**config.mk**
```make
export PLATFORM = sky130hd
export DESIGN_NAME = ui_sensor_pix_capture
export DESIGN_NICKNAME = d
export VERILOG_FILES = /design/src/rtl/ui_sensor_pkg.sv /design/src/rtl/ui_sensor_pix_unpack.sv /design/src/rtl/ui_sensor_pix_capture.sv
export SDC_FILE = /design/constraint.sdc
export NUM_CORES = 1
export LEC_CHECK = 0
export ABC_AREA = 0
export CAP_MARGIN = 10
export CELL_PAD_IN_SITES_DETAIL_PLACEMENT = 1
export CELL_PAD_IN_SITES_GLOBAL_PLACEMENT = 2
export CORE_UTILIZATION = 37
export CTS_CLUSTER_DIAMETER = 50
export CTS_CLUSTER_SIZE = 20
export DETAILED_ROUTE_END_ITERATION = 7
export GPL_ROUTABILITY_DRIVEN = 0
export GPL_TIMING_DRIVEN = 0
export PLACE_DENSITY = 0.89
export REMOVE_ABC_BUFFERS = 1
export SLEW_MARGIN = 20
export SYNTH_ARGS = -nofsm -noshare
export SYNTH_HDL_FRONTEND = slang
export SYNTH_HIERARCHICAL = 1
export SYNTH_SLANG_ARGS = --single-unit
```
**constraint.sdc**
```tcl
create_clock -name cmos_pclk_i -period 4.7 [get_ports cmos_pclk_i]
set_input_delay 0.705 -clock cmos_pclk_i [delete_from_list [all_inputs] [get_ports cmos_pclk_i]]
set_output_delay 0.705 -clock cmos_pclk_i [all_outputs]
set_load 0.1 [all_outputs]
```
**src/rtl/ui_sensor_pkg.sv**
```systemverilog
// Shared types and the pixel-word to RGB888 expansion used by the DVP capture path.
package ui_sensor_pkg;

  typedef enum logic [1:0] {
    MODE_RGB565 = 2'd0,
    MODE_RGB555 = 2'd1,
    MODE_GREY8  = 2'd2,
    MODE_RSVD   = 2'd3
  } mode_e;

  // lsb_rep: fill the low bits of each 8-bit channel with that channel's MSBs instead of zeros.
  function automatic logic [23:0] pix_to_rgb888(input mode_e mode, input logic [15:0] word,
                                                input logic lsb_rep);
    logic [7:0] r8, g8, b8;
    r8 = '0;
    g8 = '0;
    b8 = '0;
    case (mode)
      MODE_RGB565: begin
        r8 = {word[15:11], lsb_rep ? word[15:13] : 3'b000};
        g8 = {word[10:5],  lsb_rep ? word[10:9]  : 2'b00};
        b8 = {word[4:0],   lsb_rep ? word[4:2]   : 3'b000};
      end
      MODE_RGB555: begin
        r8 = {word[14:10], lsb_rep ? word[14:12] : 3'b000};
        g8 = {word[9:5],   lsb_rep ? word[9:7]   : 3'b000};
        b8 = {word[4:0],   lsb_rep ? word[4:2]   : 3'b000};
      end
      MODE_GREY8: begin
        r8 = word[7:0];
        g8 = word[7:0];
        b8 = word[7:0];
      end
      default: ;
    endcase
    return {r8, g8, b8};
  endfunction

endpackage

```
**src/rtl/ui_sensor_pix_unpack.sv**
```systemverilog
// Beat-to-pixel assembly (1 or 2 beats per pixel) and RGB888 expansion of the assembled word.
module ui_sensor_pix_unpack
  import ui_sensor_pkg::*;
#(
  parameter int DATA_W        = 8,
  parameter int BYTE_SWAP     = 0,
  parameter int LSB_REPLICATE = 0
) (
  input  logic        i_clk,
  input  logic        i_rst_n,
  input  logic        i_vs_p,
  input  logic        i_href,
  input  logic [15:0] i_data,
  input  logic [1:0]  i_mode,
  output logic        o_vld,
  output logic        o_phase,
  output logic [23:0] o_rgb
);

  logic        r_phase;
  logic        r_vld;
  logic [7:0]  r_hold;
  logic [15:0] r_word;
  mode_e       w_mode;
  logic        w_two_beat;

  always_comb begin
    w_mode     = mode_e'(i_mode);
    w_two_beat = (DATA_W == 8) && ((w_mode == MODE_RGB565) || (w_mode == MODE_RGB555));
  end

  // A frame start discards whatever beat arrives with it, even if href is high.
  always_ff @(posedge i_clk or negedge i_rst_n) begin
    if (!i_rst_n) begin
      r_phase <= 1'b0;
      r_vld   <= 1'b0;
      r_hold  <= '0;
      r_word  <= '0;
    end else begin
      r_vld <= 1'b0;
      if (i_vs_p || !i_href) begin
        r_phase <= 1'b0;
      end else if (w_two_beat) begin
        if (!r_phase) begin
          r_hold  <= i_data[7:0];
          r_phase <= 1'b1;
        end else begin
          r_word  <= (BYTE_SWAP != 0) ? {i_data[7:0], r_hold} : {r_hold, i_data[7:0]};
          r_vld   <= 1'b1;
          r_phase <= 1'b0;
        end
      end else begin
        r_word <= i_data;
        r_vld  <= (w_mode != MODE_RSVD);
      end
    end
  end

  assign o_vld   = r_vld;
  assign o_phase = r_phase;
  assign o_rgb   = pix_to_rgb888(w_mode, r_word, LSB_REPLICATE != 0);

endmodule

```
**src/rtl/ui_sensor_pix_capture.sv**
```systemverilog
// DVP camera capture front end: input sync, start-up frame skip, unpack to RGB888 video timing.
// Optional frame statistics built when SENSOR_FRAME_STATS_EN is defined.
module ui_sensor_pix_capture
  import ui_sensor_pkg::*;
#(
  parameter int DATA_W        = 8,
  parameter int FRAME_SKIP    = 5,
  parameter int VSYNC_ACT_LOW = 1,
  parameter int BYTE_SWAP     = 0,
  parameter int LSB_REPLICATE = 0
) (
  input  logic              cmos_pclk_i,
  input  logic              rstn_i,
  input  logic              cmos_clk_i,
  output logic              cmos_xclk_o,
  input  logic              cmos_href_i,
  input  logic              cmos_vsync_i,
  input  logic [DATA_W-1:0] cmos_data_i,
  input  logic [1:0]        mode_i,
  output logic [23:0]       rgb_o,
  output logic              de_o,
  output logic              hs_o,
  output logic              vs_o,
  output logic [15:0]       frame_cnt_o,
  output logic [15:0]       frame_w_o,
  output logic [15:0]       frame_h_o,
  output logic              stat_vld_o,
  output logic              line_err_o
);

  localparam logic [7:0] SKIP_DONE = 8'(FRAME_SKIP + 1);

  logic              r_href_s1, r_href_s2, r_href_s3;
  logic              r_vs_s1, r_vs_s2, r_vs_s3;
  logic [DATA_W-1:0] r_data_s1, r_data_s2;
  logic [7:0]        r_skip_cnt;
  logic [15:0]       r_frame_cnt;
  mode_e             r_mode;
  logic              w_vs_p, w_out_en, w_vld, w_phase;
  logic [23:0]       w_rgb;

  assign cmos_xclk_o = cmos_clk_i;

  // Third stage is unreset too, so releasing reset mid-frame never fakes a frame-start edge.
  always_ff @(posedge cmos_pclk_i) begin
    r_href_s1 <= cmos_href_i;
    r_vs_s1   <= (VSYNC_ACT_LOW != 0) ? ~cmos_vsync_i : cmos_vsync_i;
    r_data_s1 <= cmos_data_i;
    r_href_s2 <= r_href_s1;
    r_vs_s2   <= r_vs_s1;
    r_data_s2 <= r_data_s1;
    r_href_s3 <= r_href_s2;
    r_vs_s3   <= r_vs_s2;
  end

  assign w_vs_p   = r_vs_s2 & ~r_vs_s3;
  assign w_out_en = (r_skip_cnt == SKIP_DONE);

  always_ff @(posedge cmos_pclk_i or negedge rstn_i) begin
    if (!rstn_i) begin
      r_skip_cnt  <= '0;
      r_frame_cnt <= '0;
      r_mode      <= MODE_RGB565;
    end else if (w_vs_p) begin
      if (r_skip_cnt != SKIP_DONE) r_skip_cnt <= r_skip_cnt + 8'd1;
      if (r_skip_cnt >= 8'(FRAME_SKIP)) r_frame_cnt <= r_frame_cnt + 16'd1;
      r_mode <= mode_e'(mode_i);
    end
  end

  ui_sensor_pix_unpack #(
    .DATA_W       (DATA_W),
    .BYTE_SWAP    (BYTE_SWAP),
    .LSB_REPLICATE(LSB_REPLICATE)
  ) u_unpack (
    .i_clk  (cmos_pclk_i),
    .i_rst_n(rstn_i),
    .i_vs_p (w_vs_p),
    .i_href (r_href_s2),
    .i_data (16'(r_data_s2)),
    .i_mode (r_mode),
    .o_vld  (w_vld),
    .o_phase(w_phase),
    .o_rgb  (w_rgb)
  );

  always_ff @(posedge cmos_pclk_i or negedge rstn_i) begin
    if (!rstn_i) begin
      rgb_o <= '0;
      de_o  <= 1'b0;
      hs_o  <= 1'b0;
      vs_o  <= 1'b0;
    end else begin
      de_o <= w_vld & w_out_en;
      hs_o <= r_href_s3 & w_out_en;
      vs_o <= r_vs_s3 & w_out_en;
      if (w_vld && w_out_en) rgb_o <= w_rgb;
    end
  end

  assign frame_cnt_o = r_frame_cnt;

`ifdef SENSOR_FRAME_STATS_EN
  logic [15:0] r_pix_cnt, r_last_w, r_line_cnt, r_frame_w, r_frame_h;
  logic        r_stat_vld, r_line_err;
  logic        w_line_end, w_line_start;

  // Line end is seen at stage 3, where the unpack valid for the line's last pixel also sits.
  assign w_line_end   = r_href_s3 & ~r_href_s2;
  assign w_line_start = r_href_s2 & ~r_href_s3;

  always_ff @(posedge cmos_pclk_i or negedge rstn_i) begin
    if (!rstn_i) begin
      r_pix_cnt  <= '0;
      r_last_w   <= '0;
      r_line_cnt <= '0;
      r_frame_w  <= '0;
      r_frame_h  <= '0;
      r_stat_vld <= 1'b0;
      r_line_err <= 1'b0;
    end else begin
      r_stat_vld <= w_vs_p;
      r_line_err <= w_line_end & w_phase;
      if (w_line_end) begin
        r_last_w  <= r_pix_cnt + 16'(w_vld);
        r_pix_cnt <= '0;
      end else if (w_vld) begin
        r_pix_cnt <= r_pix_cnt + 16'd1;
      end
      if (w_vs_p) begin
        r_frame_w  <= r_last_w;
        r_frame_h  <= r_line_cnt;
        r_line_cnt <= w_line_start ? 16'd1 : 16'd0;
      end else if (w_line_start) begin
        r_line_cnt <= r_line_cnt + 16'd1;
      end
    end
  end

  assign frame_w_o  = r_frame_w;
  assign frame_h_o  = r_frame_h;
  assign stat_vld_o = r_stat_vld;
  assign line_err_o = r_line_err;
`else
  assign frame_w_o  = '0;
  assign frame_h_o  = '0;
  assign stat_vld_o = 1'b0;
  assign line_err_o = 1'b0;
`endif

endmodule
```
==> qor.log <==
qor: logic_synthesis.async_flop_share 78.2%
qor: final_layout.share_of_post_route_cells_with_drive_strength_above_1 20.6%
qor: logic_synthesis.syn_avg_cell_area 13.0 um2
qor: placement.buffer_ports.inserted 56
qor: clock_tree.cts_inserted_buffers 9
qor: sta.period_needed 2720 ps
qor: clock_tree.cts_tree built
qor: clock_tree.post_cts.repair.setup_buffers 0
qor: sta.timing.setup.tns 0 ps
qor: final_layout.antenna_cells 0
qor: sta.final_setup_skew 5.41 ps
qor: worst_setup_path.crit_path_end_kind primary output
qor: power_and_ir_drop.p_leak 2.43 nW
qor: flow_run.max_cap_viol_count 0
qor: logic_synthesis.number_of_enable_type_register_cells_in_the_synthesized_netlist 0
qor: routing.drt-total-wl 8560 um
qor: final_layout.area_delta_synth_final 18.1%
qor: sta.period_share 57.9%
qor: global_route.first_pass_grt_wire_length 13900 um
qor: sta.worst_pin_slew 984 ps
qor: routing.num_vias 2591
qor: logic_synthesis.syn_warnings 6
qor: final_layout.layout_common_cells sky130_fd_sc_hd__dfrtp_1, sky130_fd_sc_hd__clkdlybuf4s50_1, sky130_fd_sc_hd__conb_1, sky130_fd_sc_hd__mux2_2, sky130_fd_sc_hd__dfxtp_1
qor: status.violations_in_the_final_reports DRC
qor: worst_setup_path.r2r_setup_slack 2270 ps
qor: worst_setup_path.critPathTopFamily buffers and inverters
qor: sta.final.hold.worst_slack 328 ps
qor: logic_synthesis.yosys_reg_bits 101
qor: global_route.grt_max_degree 41
qor: clock_tree.cts_num_sinks 101
qor: worst_setup_path.crit_path_cell_trace clkdlybuf4s50_1
qor: floorplanning.fp.coreArea 11600 um2
qor: worst_setup_path.setup.worst_path.class reg2out
qor: final_layout.layout.cells.most_common sky130_fd_sc_hd__dfrtp_1
qor: global_route.grt_pass1_vias 2714
qor: logic_synthesis.number_of_instances_in_the_synthesized_netlist 346
qor: logic_synthesis.synth_top_flop_cell sky130_fd_sc_hd__dfrtp_1
qor: routing.post_drt_wl_per_cell 15.5 um
qor: sta.grt_setup_unrepaired false
qor: sta.final-setup-viol-count 0
qor: logic_synthesis.distinct_cell_type_count_of_the_synthesized_netlist 38
qor: routing.dr.first_iter.drc_count 90
qor: floorplanning.boundaryPins 93
qor: floorplanning.die-height 112 um
qor: worst_setup_path.critical_path.max_fanout 6
qor: worst_setup_path.cp_max_stage_delay 1190 ps
qor: worst_setup_path.worst-path-buf-inv 1
qor: final_layout.layoutNonFillerInstCount 551
qor: sta.hold_viol 0
qor: routing.detail_route.first_pass.iterations 6
qor: global_route.grt_overflow_total 0
qor: min_path.worstHoldPathType reg2reg
qor: worst_setup_path.worstPathRequired 3990 ps
qor: power_and_ir_drop.vdd.ir_drop.worst 494 uV
qor: sta.drv_slew 0
qor: logic_synthesis.synth_area 4480 um2
qor: floorplanning.die-area 12600 um2
qor: floorplanning.fp-row-count 39
qor: clock_tree.holdBufCountCts 0
qor: power_and_ir_drop.p_per_area 637 nW/um2
qor: logic_synthesis.seq_area_frac_synth 53.9%
qor: clock_tree.cts_resized 0
qor: final_layout.nNetsFinal 424
qor: placement.detailed_placement_hpwl 5820 um
qor: clock_tree.clkLatencyLatePin 340 ps
qor: clock_tree.cts_htree_levels 3
qor: sta.relSlewSlack 34.2%
qor: routing.antenna_violating_nets_post_route 0
qor: worst_setup_path.critical-path-slowest-cell sky130_fd_sc_hd__clkdlybuf4s50_1
qor: floorplanning.initial_core_util 38.6%
qor: clock_tree.cts.reportedPaths.clkPinSlew 60 ps
qor: placement.place_inst 536
qor: status.outcome finished with violations
qor: worst_setup_path.crit_arrival 2020 ps
qor: routing.avgViaCountPerCell 4.70
qor: floorplanning.chipWidth 112 um
qor: final_layout.n_fill_cell 1219
qor: clock_tree.cts_root_buffer sky130_fd_sc_hd__clkbuf_16
qor: worst_setup_path.critPathLaunchType flip-flop
qor: sta.max_freq 368 MHz
qor: clock_tree.clk_buf_depth 2
qor: global_route.grt_use_total 14.3%
qor: global_route.initial_antenna_violation_count 0
qor: routing.drc 5
[kinds of logic after synthesis]
| group | after synthesis | synth area share, % |
|---|---|---|
| and+or+nand+nor | 68 | 8.85 |
| AOI/OAI and AO/OA | 19 | 2.62 |
| muxes | 68 | 18.5 |
| DFF | 101 | 53.9 |
| buffers and inverters | 61 | 10.1 |
| xor gates and xnor gates | 23 | 4.49 |
| adders and majority gates | 5 | 1.40 |
| other | 1 | 0.0836 |
[routing by layer]
layer	up-vias	track usage [%]	wire length, um
li1	1207	-	-
met1	1313	19.1	3950
met2	65	22.5	4160
met3	6	3.83	374
met4	0	5.07	83
met5	-	0	0
[metrics by stage]
step | total power [mW] | instance area (um2) | worst slack, ps | util (%)
after global placement | 2.56 | 4960 | 59.6 | 42.7
after floorplan | 2.28 | 4220 | 2670 | -
after global routing | 3.52 | 5300 | 1930 | 45.6
after detailed placement | 2.60 | 4980 | 2250 | 42.9
final | 3.37 | 5300 | 1980 | 45.6
after CTS | 3.41 | 5290 | 1960 | 45.6
[flip-flops by register name, indices dropped and copies added, names as in the netlist, 2 cells and up]
register and flops:
frame_cnt_o 16, r_data_s1 8, r_data_s2 8, r_mode 2, r_skip_cnt 8, rgb_o 24
u_unpack/r_hold 8, u_unpack/r_word 16
[final timing paths]
path                                 start                  end  cells after the start
setup reg to reg                   r_vs_s3  u_unpack/r_word[14]                      5
min in group asynchronous           rstn_i       frame_cnt_o[1]                      1
hold / removal                r_data_s1[7]         r_data_s2[7]                      0
setup / recovery           frame_cnt_o[11]      frame_cnt_o[11]                      1
max in group asynchronous           rstn_i            rgb_o[17]                      2
hold reg to reg               r_data_s1[7]         r_data_s2[7]                      0
[final cells by class]
class	count	area, um2	share of cell area [%]
well taps	143	179	3.38
inverters	10	37.5	0.709
multi-input cells	225	1770	33.4
repair buffers	57	578	10.9
clock buffers	11	243	4.58
clock inverters	4	72.6	1.37
flip-flops and latches	101	2420	45.7
[synth_stat cells, drive strengths merged, types with 5 or more instances]
master   n  area (um2)
mux2    57         721
and2     7        48.8
nand2   20        75.1
xor2    17         149
o21ai   16        80.1
inv     10        37.5
mux2i   11         110
nand3    5        25.0
nor4     6        37.5
nor3     8        56.3
dfxtp   22         440
nor2     5        26.3
buf     48         404
dfrtp   79        1980
xnor2    6        52.6
ha       5        62.6
[power breakdown]
group / switching [mW] / internal [mW] / total [mW]
clock: 0.306 / 0.477 / 0.784
combinational: 0.957 / 0.402 / 1.36
sequential: 0.170 / 1.06 / 1.23
(Power assumes the default switching activity.)
